[src/rtl/alu_share_arbiter_pkg.sv]
// rtl/alu_share_arbiter_pkg.sv - shared constants for the two-port ALU share arbiter
package alu_share_arbiter_pkg;

    localparam logic [1:0] ST_IDLE = 2'd0;
    localparam logic [1:0] ST_EXEC = 2'd1;
    localparam logic [1:0] ST_RESP = 2'd2;

    localparam int MAX_CTRL = 12;

    localparam logic PORT0 = 1'b0;
    localparam logic PORT1 = 1'b1;

endpackage

[src/rtl/alu_share_arbiter_rr_arb2.sv]
// rtl/alu_share_arbiter_rr_arb2.sv - two-input round-robin grant with pointer register
module rr_arb2
    import alu_share_arbiter_pkg::*;
(
    input  logic       clk_i,
    input  logic       rst_i,
    input  logic [1:0] req_i,
    input  logic       grant_i,
    output logic       gnt_valid_o,
    output logic       gnt_id_o
);

    logic ptr_q, ptr_d;

    always_comb begin
        gnt_valid_o = |req_i;
        if (req_i == 2'b11) begin
            gnt_id_o = ptr_q;
        end else begin
            gnt_id_o = req_i[1] ? PORT1 : PORT0;
        end
        // Pointer moves to the loser only when the grant is actually taken.
        ptr_d = ptr_q;
        if (grant_i && gnt_valid_o) begin
            ptr_d = ~gnt_id_o;
        end
    end

    always_ff @(posedge clk_i or posedge rst_i) begin
        if (rst_i) begin
            ptr_q <= PORT0;
        end else begin
            ptr_q <= ptr_d;
        end
    end

endmodule

[src/rtl/alu_share_arbiter.sv]
// rtl/alu_share_arbiter.sv - shares one external combinational ALU between two requesters
module alu_share_arbiter #(
    parameter int WIDTH    = 32,
    parameter int CTRL_W   = 4,
    parameter int MAX_CTRL = alu_share_arbiter_pkg::MAX_CTRL
) (
    input  logic              clk,
    input  logic              rst,
    input  logic              req0_valid,
    output logic              req0_ready,
    input  logic [WIDTH-1:0]  req0_in1,
    input  logic [WIDTH-1:0]  req0_in2,
    input  logic [4:0]        req0_shamt,
    input  logic [CTRL_W-1:0] req0_ctrl,
    output logic              rsp0_valid,
    input  logic              rsp0_ready,
    output logic [WIDTH-1:0]  rsp0_out,
    output logic              rsp0_zero,
    output logic              rsp0_err,
    input  logic              req1_valid,
    output logic              req1_ready,
    input  logic [WIDTH-1:0]  req1_in1,
    input  logic [WIDTH-1:0]  req1_in2,
    input  logic [4:0]        req1_shamt,
    input  logic [CTRL_W-1:0] req1_ctrl,
    output logic              rsp1_valid,
    input  logic              rsp1_ready,
    output logic [WIDTH-1:0]  rsp1_out,
    output logic              rsp1_zero,
    output logic              rsp1_err,
    output logic [WIDTH-1:0]  alu_in1,
    output logic [WIDTH-1:0]  alu_in2,
    output logic [4:0]        alu_shamt,
    output logic [CTRL_W-1:0] alu_ctrl,
    input  logic [WIDTH-1:0]  alu_out,
    input  logic              alu_zero,
    output logic              busy
);
    import alu_share_arbiter_pkg::*;

    logic [1:0]        state_q, state_d;
    logic              gid_q;
    logic [WIDTH-1:0]  in1_q, in2_q, out_q;
    logic [4:0]        shamt_q;
    logic [CTRL_W-1:0] ctrl_q;
    logic              zero_q, err_q;

    logic gnt_valid, gnt_id, take, rsp_done, exec_err;

    rr_arb2 u_arb (
        .clk_i       (clk),
        .rst_i       (rst),
        .req_i       ({req1_valid, req0_valid}),
        .grant_i     (take),
        .gnt_valid_o (gnt_valid),
        .gnt_id_o    (gnt_id)
    );

    assign take       = (state_q == ST_IDLE) && gnt_valid;
    assign req0_ready = take && (gnt_id == PORT0);
    assign req1_ready = take && (gnt_id == PORT1);
    assign rsp_done   = (state_q == ST_RESP) && ((gid_q == PORT0) ? rsp0_ready : rsp1_ready);
    assign exec_err   = int'(ctrl_q) > MAX_CTRL;

    always_comb begin
        state_d = state_q;
        case (state_q)
            ST_IDLE: if (take) state_d = ST_EXEC;
            ST_EXEC: state_d = ST_RESP;
            ST_RESP: if (rsp_done) state_d = ST_IDLE;
            default: state_d = ST_IDLE;
        endcase
    end

    always_ff @(posedge clk or posedge rst) begin
        if (rst) begin
            state_q <= ST_IDLE;
            gid_q   <= PORT0;
            in1_q   <= '0;
            in2_q   <= '0;
            shamt_q <= '0;
            ctrl_q  <= '0;
            out_q   <= '0;
            zero_q  <= 1'b0;
            err_q   <= 1'b0;
        end else begin
            state_q <= state_d;
            if (take) begin
                gid_q   <= gnt_id;
                in1_q   <= (gnt_id == PORT1) ? req1_in1   : req0_in1;
                in2_q   <= (gnt_id == PORT1) ? req1_in2   : req0_in2;
                shamt_q <= (gnt_id == PORT1) ? req1_shamt : req0_shamt;
                ctrl_q  <= (gnt_id == PORT1) ? req1_ctrl  : req0_ctrl;
            end
            // Illegal control codes report a clean zero result instead of ALU garbage.
            if (state_q == ST_EXEC) begin
                out_q  <= exec_err ? '0 : alu_out;
                zero_q <= exec_err | alu_zero;
                err_q  <= exec_err;
            end
        end
    end

    assign rsp0_valid = (state_q == ST_RESP) && (gid_q == PORT0);
    assign rsp1_valid = (state_q == ST_RESP) && (gid_q == PORT1);
    assign rsp0_out   = out_q;
    assign rsp1_out   = out_q;
    assign rsp0_zero  = zero_q;
    assign rsp1_zero  = zero_q;
    assign rsp0_err   = err_q;
    assign rsp1_err   = err_q;

    assign alu_in1   = in1_q;
    assign alu_in2   = in2_q;
    assign alu_shamt = shamt_q;
    assign alu_ctrl  = ctrl_q;
    assign busy      = (state_q != ST_IDLE);

endmodule

[config.mk]
export PLATFORM = sky130hd
export DESIGN_NAME = alu_share_arbiter
export DESIGN_NICKNAME = d
export VERILOG_FILES = /design/src/rtl/alu_share_arbiter_pkg.sv /design/src/rtl/alu_share_arbiter_rr_arb2.sv /design/src/rtl/alu_share_arbiter.sv
export SDC_FILE = /design/constraint.sdc
export NUM_CORES = 1
export LEC_CHECK = 0
export CORE_ASPECT_RATIO = 0.9
export CORE_UTILIZATION = 30
export DETAILED_ROUTE_END_ITERATION = 16
export PLACE_DENSITY = 0.71
export SYNTH_ARGS = -nofsm -noshare
export SYNTH_HDL_FRONTEND = slang
export SYNTH_SLANG_ARGS = --single-unit
export TNS_END_PERCENT = 1
[constraint.sdc]
create_clock -name clk -period 3.3 [get_ports clk]
set_clock_uncertainty 0.05 [all_clocks]
set_input_delay 0.33 -clock clk [delete_from_list [all_inputs] [get_ports clk]]
set_output_delay 0.33 -clock clk [all_outputs]
set_load 0.01 [all_outputs]
==> summary.txt <==
Seq. cell area -> 0.002778 sq mm
final hold violation count -> 0
Slowest Stage Delay on Critical Path -> 0.62 ns
Syn Std Cell Area -> 0.005449 sq mm
Core Area -> 0.01773 sq mm
largest net degree at the start of global routing -> 112
Setup Fix Bufs, Post-CTS -> 0
vias per cell -> 5.462
minimum clock period -> 2.819 ns
buffers from clock root to sink, at most -> 2
max_cap viols -> 0
DR WL/cell -> 21.11 microns
die extent in y -> 129.9 microns
cell taking the most area after synthesis -> dfrtp_1
DP Area -> 0.008592 sq mm
Worst-Skew Late Latency -> 0.35 ns
Worst Hold Class -> in2async
Worst setup SP type -> flop
Gates resized, CTS repair -> 0
clock root buffer -> clkbuf_16
crit-path cells -> nor2_8 -> inv_4 -> nor3_4 -> clkdlybuf4s50_1
Routed WL -> 20290 microns
Initial DRC Count -> 276
number of enable flip-flop cells after synthesis -> 0
unrepaired setup endpoints after global routing -> false
Primary FF master, synth -> dfrtp_1
setup violators final -> 0
initial antenna violation count -> 0
slowest CP cell -> clkdlybuf4s50_1
synthesized instance count -> 458
antenna cell count -> 0
register bit count reported by yosys -> 111
Avg Synthesized Cell Area -> 11.90 sq um
post-route insts no fill -> 961
top post-synthesis cells by count -> dfrtp_1 (111), o21ai_0 (49), a2bb2oi_1 (48), a311oi_1 (48), buf_4 (38)
Area Overhead vs Synth -> 63.49%
fmax -> 354.7 MHz
share of layout cells above drive strength 1 -> 5.409%
number of global-route vias before repair -> 5426
final net count -> 901
TNS Setup -> 0 ns
sequential cell area fraction in the yosys report -> 50.98%
I/O pin count -> 331
remaining antenna violation count after routing -> 0
cts-stage hold buffer count -> 0
Final HPWL DP -> 13950 microns
overall routing resource usage -> 21.14%
Worst-Margin Slew -> 0.9757 ns
Clock Pin Slew Worst Setup and Hold Paths -> 0.08 ns
synth unique cells -> 28
htree depth -> 3
drt first pass iters -> 4
Rows -> 46
number of buffers created by CTS -> 9
Max Fanout on Critical Path -> 50
crit end category -> output port
die area -> 0.01871 sq mm
top cells by area, synth -> dfrtp_1 (51%), a2bb2oi_1 (7.7%), a311oi_1 (7.7%)
Overall Power -> 8.103 mW
status -> completed
CTS Sinks -> 111
drt drc -> 0
Setup WS pre-CTS -> 0.7333 ns
PwrDens -> 909.6 mW/mm^2
Initial Util -> 30.74%
Layout fillers -> 1581
top-count cell post-synth -> dfrtp_1
area taken by multi-input logic gates -> 0.002087 sq mm
clock tree from TritonCTS -> built
I/O Buffers -> 330
CP Class -> reg2out
final instance area -> 0.008909 sq mm
Leak -> 3.450 nW
GP Congestion -> 0.7974
Final WS setup -> 0.4809 ns
die width -> 144.1 microns
synth warn -> 0
Max VDD drop -> 371.1 uV
CP required -> 2.92 ns
GRT overflow -> 0
max-slew violations -> 0
ys async rst share -> 100.0%
top cell type's share of synthesized area -> 50.98%
final period utilization -> 85.43%
Rel. slew slack -> 34.95%
first-pass GRT wire length -> 30050 microns
dpl cells -> 945
Critical Path AT -> 2.44 ns
Syn Nets -> 643
vias post-DR -> 5249
## metrics by stage
stage	hold WS [ns]	utilization, %
2_1_floorplan	0.4125	-
3_3_place_gp	0.4481	48.47
3_5_place_dp	0.4523	48.47
4_1_cts	0.4701	50.25
5_1_grt	0.4809	50.25
6_report	0.4591	50.25
## layout by cell type (no fill, tap or decap), drive strengths merged
cell / synthesis / routed
clkdlybuf4s50: 0 / 329
dfrtp: 111 / 111
o21ai: 49 / 49
a311oi: 48 / 48
a2bb2oi: 48 / 48
a22o: 32 / 32
o2111a: 25 / 25
a221o: 25 / 25
clkbuf: 25 / 11
buf: 67 / 10
inv: 8 / 8
nor2: 5 / 5
a21oi: 3 / 3
nand2b: 3 / 3
clkinvlp: 0 / 2
clkinv: 0 / 2
or2: 2 / 2
nand2: 1 / 1
nor2b: 1 / 1
nor3: 1 / 1
a31oi: 1 / 1
a22oi: 1 / 1
a21o: 1 / 1
mux2: 1 / 1
bufinv: 0 / 1
## layer usage
layer,part of all wire [%],vias to the layer above,track usage [%]
met2,49,265,35.55
met3,7.8,44,5.725
met4,3.1,0,9.449
met5,0,-,0
li1,-,2321,-
met1,40,2619,25.30
## worst paths after layout
check,cells past startpoint,startpoint,slack (ns),to
worst min-delay path,3,rst,0.46,rsp0_out[28]$_DFFE_PP0N_
max in group asynchronous,3,rst,2.28,alu_in2[2]$_DFFE_PP0P_
worst max-delay path,4,state_q[1]$_DFFE_PP0P_,0.48,req1_ready
worst min register to register,1,alu_in2[5]$_DFFE_PP0P_,0.47,alu_in2[5]$_DFFE_PP0P_
min in group clk,1,alu_in2[5]$_DFFE_PP0P_,0.47,alu_in2[5]$_DFFE_PP0P_
worst max register to register,4,state_q[1]$_DFFE_PP0P_,0.97,alu_in1[31]$_DFFE_PP0P_
## logic make-up (layout without fill, tap and decap cells)
family                 Yosys count  after routing  share of synthesized area [%]
flip-flops                     111            111                          50.98
AO/OA/AOI/OAI                  233            233                          35.77
multiplexers                     1              1                         0.2066
buffers and inverters          100            363                          11.04
AND/OR/NAND/NOR                 13             13                          1.998
## flip-flops by register name (all words and copies together), names as in the netlist
name,cells
alu_ctrl,4
alu_in1,32
alu_in2,32
alu_shamt,5
gid_q,1
rsp0_err,1
rsp0_out,32
rsp0_zero,1
state_q,2
u_arb.ptr_q,1
## report_power, final
part | leakage [nW] | internal (mW) | total [mW] | switching [mW]
Combinational | 1.98 | 2.49 | 4.42 | 1.93
Sequential | 1.32 | 2.03 | 2.54 | 0.512
Clock | 0.152 | 0.636 | 1.15 | 0.509
## cell type report
cell class                 instances  share of cell area, %
timing repair buffer             339                  38.06
sequential                       111                  31.18
multi-input combinational        247                  23.43
tap                              240                  3.371
clock buffer                      11                  2.837
clock inverter                     5                 0.7163
inverter                           8                 0.4073
## critical path: cells and delay by family (launching register included)
family,cells,cell delay (ns)
buffers and inverters,2,0.96
flip-flops,1,0.46
AND/OR/NAND/NOR,2,0.66
Note: power is estimated with default switching activity, not from simulation.
